===== config.mk =====
export PLATFORM = sky130hd
export DESIGN_NAME = ysyx_22040750_load_unit
export DESIGN_NICKNAME = d
export VERILOG_FILES = /design/src/rtl/ysyx_22040750_load_unit_pkg.sv /design/src/rtl/ysyx_22040750_ld_extract.sv /design/src/rtl/ysyx_22040750_load_unit.sv
export SDC_FILE = /design/constraint.sdc
export NUM_CORES = 1
export LEC_CHECK = 0
export BUFFER_PORTS_ARGS = -buffer_cell sky130_fd_sc_hd__clkbuf_2
export CAP_MARGIN = 20
export CORE_AREA = 2 2 124 126
export DETAILED_ROUTE_END_ITERATION = 6
export DIE_AREA = 0 0 126 128
export PLACE_DENSITY = 0.74
export SLEW_MARGIN = 20
export SYNTH_ARGS = -nofsm -noshare
export SYNTH_HDL_FRONTEND = slang
export SYNTH_HIERARCHICAL = 1
export SYNTH_SLANG_ARGS = --single-unit
export TNS_END_PERCENT = 100

===== constraint.sdc =====
create_clock -name I_sys_clk -period 6.3 [get_ports I_sys_clk]
set_clock_uncertainty 0.1 [all_clocks]
set_input_delay 0.315 -clock I_sys_clk [delete_from_list [all_inputs] [get_ports I_sys_clk]]
set_output_delay 0.315 -clock I_sys_clk [all_outputs]
set_load 0.02 [all_outputs]

===== src/rtl/ysyx_22040750_load_unit_pkg.sv =====
// Shared encodings for the MEM-stage load unit: access sizes and FSM states.
package ysyx_22040750_load_unit_pkg;

    // Access size encodings carried on the request.
    localparam logic [1:0] SZ_B = 2'd0;
    localparam logic [1:0] SZ_H = 2'd1;
    localparam logic [1:0] SZ_W = 2'd2;
    localparam logic [1:0] SZ_D = 2'd3;

    // Load unit FSM: wait for a request, wait for the memory beat, hold the result.
    typedef enum logic [1:0] {
        ST_IDLE = 2'd0,
        ST_WAIT = 2'd1,
        ST_OUT  = 2'd2
    } state_t;

endpackage


===== src/rtl/ysyx_22040750_ld_extract.sv =====
// Combinational field extraction and zero/sign extension from a 64-bit beat,
// plus the natural-alignment check for the access size.
module ysyx_22040750_ld_extract
    import ysyx_22040750_load_unit_pkg::*;
(
    input  logic [63:0] rdata,
    input  logic [2:0]  addr,
    input  logic [1:0]  size,
    input  logic        is_unsigned,
    output logic [63:0] ext_data,
    output logic        misalign
);

    // Low 32 bits of the beat after moving the addressed byte down to bit 0.
    logic [31:0] win;

    // Select the field by size and extend it to 64 bits.
    always_comb begin
        // NOTE: every output gets a default first so no path leaves it unassigned (no latch).
        win      = 32'(rdata >> {addr, 3'b000});
        ext_data = rdata;
        misalign = 1'b0;
        case (size)
            SZ_B: begin
                ext_data = is_unsigned ? {56'd0, win[7:0]} : {{56{win[7]}}, win[7:0]};
            end
            SZ_H: begin
                ext_data = is_unsigned ? {48'd0, win[15:0]} : {{48{win[15]}}, win[15:0]};
                misalign = addr[0];
            end
            SZ_W: begin
                ext_data = is_unsigned ? {32'd0, win} : {{32{win[31]}}, win};
                misalign = (addr[1:0] != 2'd0);
            end
            SZ_D: begin
                // Dword fills the register; signedness is irrelevant.
                ext_data = rdata;
                misalign = (addr != 3'd0);
            end
        endcase
    end

endmodule


===== src/rtl/ysyx_22040750_load_unit.sv =====
// MEM-stage load unit: accepts one load at a time, waits for the memory beat,
// extracts/extends the addressed field and holds it for writeback under
// valid/ready. Misaligned requests bypass memory and return a flagged zero.
module ysyx_22040750_load_unit
    import ysyx_22040750_load_unit_pkg::*;
#(
    parameter int RD_W = 5,
    parameter int XLEN = 64
) (
    input  logic            I_sys_clk,
    input  logic            I_rst,
    input  logic            I_req_valid,
    output logic            O_req_ready,
    input  logic [2:0]      I_req_addr,
    input  logic [1:0]      I_req_size,
    input  logic            I_req_unsigned,
    input  logic [RD_W-1:0] I_req_rd,
    input  logic            I_mem_rvalid,
    input  logic [XLEN-1:0] I_mem_rdata,
    output logic            O_wb_valid,
    input  logic            I_wb_ready,
    output logic [XLEN-1:0] O_wb_data,
    output logic [RD_W-1:0] O_wb_rd,
    output logic            O_misalign
);

    state_t            state_q, state_d;
    logic [2:0]        addr_q, addr_d;
    logic [1:0]        size_q, size_d;
    logic              unsigned_q, unsigned_d;
    logic              req_ready_q, req_ready_d;
    logic              wb_valid_q, wb_valid_d;
    logic [XLEN-1:0]   wb_data_q, wb_data_d;
    logic [RD_W-1:0]   wb_rd_q, wb_rd_d;
    logic              misalign_q, misalign_d;

    logic              in_idle;
    logic [2:0]        ex_addr;
    logic [1:0]        ex_size;
    logic              ex_unsigned;
    logic [63:0]       ex_data;
    logic              ex_misalign;

    // In IDLE the extractor looks at the live request so its misalign flag
    // screens the request at accept time; afterwards it uses the latched copy.
    assign in_idle     = (state_q == ST_IDLE);
    assign ex_addr     = in_idle ? I_req_addr     : addr_q;
    assign ex_size     = in_idle ? I_req_size     : size_q;
    assign ex_unsigned = in_idle ? I_req_unsigned : unsigned_q;

    ysyx_22040750_ld_extract u_extract (
        .rdata       (I_mem_rdata),
        .addr        (ex_addr),
        .size        (ex_size),
        .is_unsigned (ex_unsigned),
        .ext_data    (ex_data),
        .misalign    (ex_misalign)
    );

    // Next-state and next-output logic; everything holds unless a transition fires.
    always_comb begin
        state_d     = state_q;
        addr_d      = addr_q;
        size_d      = size_q;
        unsigned_d  = unsigned_q;
        req_ready_d = req_ready_q;
        wb_valid_d  = wb_valid_q;
        wb_data_d   = wb_data_q;
        wb_rd_d     = wb_rd_q;
        misalign_d  = misalign_q;
        case (state_q)
            ST_IDLE: begin
                if (I_req_valid && req_ready_q) begin
                    addr_d      = I_req_addr;
                    size_d      = I_req_size;
                    unsigned_d  = I_req_unsigned;
                    wb_rd_d     = I_req_rd;
                    req_ready_d = 1'b0;
                    if (ex_misalign) begin
                        // No memory access is issued, so report immediately.
                        state_d    = ST_OUT;
                        wb_valid_d = 1'b1;
                        wb_data_d  = '0;
                        misalign_d = 1'b1;
                    end else begin
                        state_d = ST_WAIT;
                    end
                end
            end
            ST_WAIT: begin
                if (I_mem_rvalid) begin
                    state_d    = ST_OUT;
                    wb_valid_d = 1'b1;
                    wb_data_d  = ex_data;
                    misalign_d = 1'b0;
                end
            end
            ST_OUT: begin
                if (I_wb_ready) begin
                    state_d     = ST_IDLE;
                    wb_valid_d  = 1'b0;
                    req_ready_d = 1'b1;
                end
            end
            default: begin
                state_d     = ST_IDLE;
                wb_valid_d  = 1'b0;
                req_ready_d = 1'b1;
            end
        endcase
    end

    // State and registered outputs; synchronous reset drops any in-flight load.
    always_ff @(posedge I_sys_clk) begin
        // NOTE: non-blocking assignments so every flop samples pre-edge values.
        if (I_rst) begin
            state_q     <= ST_IDLE;
            addr_q      <= '0;
            size_q      <= '0;
            unsigned_q  <= 1'b0;
            req_ready_q <= 1'b1;
            wb_valid_q  <= 1'b0;
            wb_data_q   <= '0;
            wb_rd_q     <= '0;
            misalign_q  <= 1'b0;
        end else begin
            state_q     <= state_d;
            addr_q      <= addr_d;
            size_q      <= size_d;
            unsigned_q  <= unsigned_d;
            req_ready_q <= req_ready_d;
            wb_valid_q  <= wb_valid_d;
            wb_data_q   <= wb_data_d;
            wb_rd_q     <= wb_rd_d;
            misalign_q  <= misalign_d;
        end
    end

    assign O_req_ready = req_ready_q;
    assign O_wb_valid  = wb_valid_q;
    assign O_wb_data   = wb_data_q;
    assign O_wb_rd     = wb_rd_q;
    assign O_misalign  = misalign_q;

endmodule

# Yosys cells after proc, flatten, opt, wreduce, memory -nomap -nowiden
# Index checks and enable logic that the tools add are counted.
# W data, S select, Z words.
# totals
reg_bits	80
input_bits	80
out_inout_bits	72
word_cells	58
# classes
eq_ne	9
shifts	1
mux	27
bitwise	1
n_reduce_logical	11
# op_table
operator	count
$mux W64	6
$pmux W64 S4	1
$pmux W64 S2	1
$shr A64 B6 Y32	1
$mux W2	5
$pmux W1 S3	3
$mux W1	8
$reduce_and A4 Y1	2
$eq A2 B2 Y1 const B	3
$pmux W2 S3	1
$reduce_and A3 Y1	2
$eq A2 B1 Y1 const B	2
$logic_not A2 Y1	2
$ne A2 B1 Y1 const B	2
$ne A2 B2 Y1 const B	2
$reduce_bool A2 Y1	2
$mux W3	1
$reduce_bool A3 Y1	1
$pmux W1 S2	1
$reduce_and A2 Y1	1
$logic_and A1 B1 Y1	1
$not A1 Y1	1

# Depth between registers and ports, before layout
# depth
word_depth	7
depth_mapped	14
ltp_nobuf	8

# Hierarchy
# The synthesis kept the hierarchy.
# modules_own_cells
module	instances	cells_each	area_each_um2	seq_area_each_um2
ysyx_22040750_load_unit	1	376	3828.7	1601.5
ysyx_22040750_ld_extract	1	352	2606.2	0.0

# Worst setup path before layout
# OpenSTA, ideal clock, no wires.
# synth_timing
path_type	reg2reg
startpoint	register state_q[1]
endpoint	register wb_data_q[0] (netlist: O_wb_data[0])
setup_ns	0.071
t_arrival_ns	2.520
required_ns	6.129
slack_ns	3.609
path_stages_with_launch	15
path_buffers	7
period_less_slack_ns	2.691
path_cell_list	dfxtp_1 buf_2 nor2_2 mux2_2 buf_4 buf_6 buf_6 buf_4 o21ai_0 o21ai_0 nand4b_2 buf_6 buf_2 nand3_1 a21oi_2
# synth_between
elab_cells_between_ends	23
classes_between	7 x eq/ne; 1 x shift; 9 x mux; 6 x reduce/logical
# synth_lines
item	line_no	rtl
start, declared	ysyx_22040750_load_unit.sv:27	state_t state_q, state_d;
start signal, assigned	ysyx_22040750_load_unit.sv:127	state_q <= state_d;
$logic_not A2 Y1 (*)	ysyx_22040750_load_unit.sv:46	assign in_idle = (state_q == ST_IDLE);
$mux W3 (*)	ysyx_22040750_load_unit.sv:47	assign ex_addr = in_idle ? I_req_addr : addr_q;
named net ex_addr[0]	ysyx_22040750_load_unit.sv:38	logic [2:0] ex_addr;
$reduce_bool A3 Y1 / $reduce_bool A2 Y1 (equally long branches)	ysyx_22040750_ld_extract.sv:38, ysyx_22040750_ld_extract.sv:33	
$pmux W1 S3 (*)	ysyx_22040750_ld_extract.sv:23	case (size)
named net ex_misalign	ysyx_22040750_load_unit.sv:42	logic ex_misalign;
$ne A2 B1 Y1 (no line) (*)	n/a	
$reduce_and A4 Y1 (no line) (*)	n/a	
end signal, assigned	ysyx_22040750_load_unit.sv:133	wb_data_q <= wb_data_d;
end, declared	ysyx_22040750_load_unit.sv:33	logic [XLEN-1:0] wb_data_q, wb_data_d;
# The timed path passes the listed nets; every way through them passes the cells marked *. The select of a mux whose other input is x is not followed.
# A chain may end at the register's enable or synchronous reset.

# Worst setup path after layout
# layout_timing
startpoint	register state_q[0]
endpoint	register wb_valid_q (netlist: O_wb_valid)
# layout_between
elab_chain_cells	6
elab_cells_between_ends	17
classes_between	9 x eq/ne; 4 x mux; 4 x reduce/logical
# layout_lines
item	line_no	rtl
$logic_not A2 Y1	ysyx_22040750_load_unit.sv:46	
$mux W3	ysyx_22040750_load_unit.sv:47	
named net ex_addr[2]	ysyx_22040750_load_unit.sv:38	
$reduce_bool A3 Y1	ysyx_22040750_ld_extract.sv:38	misalign = (addr != 3'd0);
$pmux W1 S3	ysyx_22040750_ld_extract.sv:23	
named net ex_misalign	ysyx_22040750_load_unit.sv:42	
$ne A2 B1 Y1 (no line)	n/a	
$reduce_and A4 Y1 (no line)	n/a	
end signal, assigned	ysyx_22040750_load_unit.sv:132	wb_valid_q <= wb_valid_d;
end, declared	ysyx_22040750_load_unit.sv:32	logic wb_valid_q, wb_valid_d;
# The timed path passes the listed nets, and every way through them passes these cells.

==> Flow_metrics.wiki <==
{| class="wikitable"
! Metric !! Value
|-
| Quantity of I/O buffers inserted on ports || 151
|-
| Setup crit start kind || register
|-
| Minimum setup slack among reg-to-reg paths || 2.42 ns
|-
| Starting density of the core || 0.433
|-
| WL/cell || 20.6 um
|-
| Post-synthesis cell area || 6430 um2
|-
| Number of buffers created by CTS || 9
|-
| Non-filler instance count after layout || between 1000 and 1500
|-
| Final clock period utilization by the worst path || 0.616
|-
| Post-cts hold buffer count || 0
|-
| Weighted congestion reported at the end of routability-driven placement || 0.881
|-
| Largest area contributor in the synthesized netlist || dfxtp_1
|-
| Instance count after placement with tap cells included || 993
|-
| Leakage || 0.00274 uW
|-
| Required time at the worst-slack endpoint || 6.51 ns
|-
| Signed area change from the synthesized netlist to the final layout || 12.8%
|-
| Result of the run || completed
|-
| Number of nets at the end of the flow || 897
|-
| Overall die height || 128 um
|-
| Endpoints failing setup || 0
|-
| Count of final max-slew check failures || 0
|-
| Deepest level of the CTS H-tree || 3
|-
| Leading post-synthesis cells by cell area || dfxtp_1, mux2i_1, a22oi_2
|-
| Kind of end point of the critical path || register
|-
| Max-cap violation count || 0
|-
| Number of nets produced by synthesis || approximately 810
|-
| Insertion delay to the later sink of the worst-skew pair || 0.35 ns
|-
| Max frequency || 258 MHz
|-
| Aggregate global-route resource usage || 0.256
|-
| Chip Width || between 100 and 150 um
|-
| Tightest Pin Transition || 1.06 ns
|-
| Final worst setup slack || 2.42 ns
|-
| Dominant synthesized flop cell || dfxtp_1
|-
| Crit path DAT || 4.09 ns
|-
| Most frequent cell after synthesis || nand2_1
|-
| Total clock sinks || 80
|-
| Hold violation count in the final report || 0
|-
| Count of distinct cell types in the synthesized netlist || 51
|-
| Maximum buffer depth of the clock tree || 2
|-
| Ports || 152
|-
| Setup repair after global routing missed its margin || no
|-
| Top cells by instance count after synthesis || nand2_1, dfxtp_1, nand3_1, mux2i_1
|-
| # rows || 45
|-
| Vias in the first global route || ~6000
|-
| Setup_tns || 0 ns
|-
| CP Class || register to register
|-
| Power Density || 339 nW/um2
|-
| TritonCTS clock tree || built
|-
| CTS-repair resized insts || 0
|-
| Fraction of registers with async set or reset after synthesis || 0
|-
| Sequential share of the synthesized area || 0.249
|-
| Pin count of the biggest net entering global routing || 82
|-
| Synthesized area per cell || 8.84 um2
|-
| Maximum fanout count along the critical path || 33
|-
| Post CTS Setup Buffer Count || 0
|-
| DR pass1 iterations || 5
|-
| HP Class || input pin to register
|-
| Area fraction of the dominant cell type after synthesis || 0.249
|-
| Initial antenna violation count || 0
|-
| Number of register bits inferred by synthesis || 80
|-
| Detail Placement HPWL || 14200 um
|-
| Instance count of the mapped netlist || ~730
|-
| CTS clock-pin slew for the worst setup and hold paths || 0.06 ns
|-
| Placeable Area || 14900 um2
|-
| Number of diodes added for antenna fixing || 0
|-
| Final core occ || 0.488
|-
| Fraction of final layout cells sized beyond drive strength 1 || 0.389
|-
| Vias after detailed routing || 6255
|-
| Tightest slew margin relative to the limit || 0.294
|-
| Number of DRC violations after detailed-routing iteration 0 || 562
|-
| Final global-route overflow total || 0
|-
| Post-Place Setup Slack || between 2 and 3 ns
|-
| IR Drop Worst-Case VDD || between 150 and 200 uV
|-
| Wire length of the first global-routing pass || 32800 um
|-
| Number of flops mapped to enable cells by yosys || 0
|-
| Total routed wirelength || between 20000 and 25000 um
|-
| Number of synthesis warnings || 6
|-
| Final period demand of the worst path || 3.88 ns
|-
| Via density per instance || around 6.2
|-
| # DRC || 0
|-
| Root Buffer Master || clkbuf_16
|-
| Layout filler cell count || 1475
|-
| Die footprint || about 16000 um2
|-
| Remaining antenna violation count || 0
|}
==> per-stage QoR <==
step,power (uW),area [um2],hold WS [ns]
after floorplan,1640,6430,0.334
after global placement,1810,6890,0.342
after detailed placement,1820,6890,0.349
after CTS,2430,7230,0.0686
after global routing,2590,7260,0.0748
final,2460,7260,0.0724
==> critical path: stages (launching register included) <==
cell	delay, ns
dfxtp_1	0.40
nor2_2	0.30
mux2_2	0.72
a21oi_1	0.14
o21ai_0	0.41
nand4b_2	0.83
buf_4	0.55
a211oi_1	0.24
a21o_1	0.10
==> flip-flops by register name, summed over array words and instances (netlist names) <==
name / count
state_q: 2
size_q: 2
addr_q: 3
unsigned_q: 1
O_wb_data: 64
O_wb_rd: 5
O_misalign: 1
O_wb_valid: 1
O_req_ready: 1
==> cell families (layout without fill, tap and decap cells) <==
| family | Yosys count | after routing | share of synthesized area |
|---|---|---|---|
| AO/OA/AOI/OAI | 242 | 242 | 0.312 |
| AND/OR/NAND/NOR | 223 | 223 | 0.174 |
| multiplexers | 92 | 92 | 0.162 |
| buffers and inverters | 91 | 185 | 0.103 |
| flip-flops | 80 | 80 | 0.249 |
==> report_power, final <==
| group | switching (uW) | internal [uW] |
|---|---|---|
| Clock | 236 | 373 |
| Sequential | 41.0 | 553 |
| Combinational | 803 | 454 |
| Total | 1080 | 1380 |
==> worst paths after layout <==
| kind | start | to | cells past startpoint |
|---|---|---|---|
| max reg2reg | state_q[0] | O_wb_valid | 8 |
| min reg2reg | O_wb_rd[1] | O_wb_rd[1] | 2 |
| min | I_req_rd[4] | O_wb_rd[4] | 3 |
| max | state_q[0] | O_wb_valid | 8 |
==> metal layers <==
metal	vias up	global-route usage	routed length [um]
met2	283	0.392	9530
li1	2937	-	-
met1	2994	0.343	8800
met4	0	0.0886	541
met3	41	0.0768	1960
met5	-	0	0
==> layout make-up <==
class                      count  area (um2)  area share
clock inverter                 6        87.6      0.0121
inverter                       5        18.8     0.00259
multi-input combinational    557        4190       0.577
timing repair buffer         164         872       0.120
sequential                    80        1610       0.221
clock buffer                  10         250      0.0345
tap                          188         235      0.0324
==> cells in the final DEF, fill, tap and decap left out, types with 2 or more instances in the layout <==
master,netlist,routed
o22ai_1,2,2
nor2_1,6,5
nand2b_1,3,3
dfxtp_1,80,79
inv_1,3,3
a21oi_2,50,50
buf_4,11,12
and2_1,2,2
inv_6,0,2
nand2_1,81,80
o211ai_1,31,31
o21ai_1,2,2
nor2b_1,4,4
bufinv_16,0,2
nor3_1,2,2
mux4_2,8,8
a221oi_1,7,7
nand4_1,33,33
clkbuf_2,0,150
o21ai_2,7,7
mux2i_1,69,69
o2bb2ai_1,8,8
clkbuf_16,0,10
mux2_2,15,15
clkinv_2,0,2
a22oi_1,14,14
o21ai_0,26,26
a21oi_1,37,37
a22oi_2,50,50
nand3b_1,8,8
nand3_1,74,74
Power figures use the tool's default switching activity.
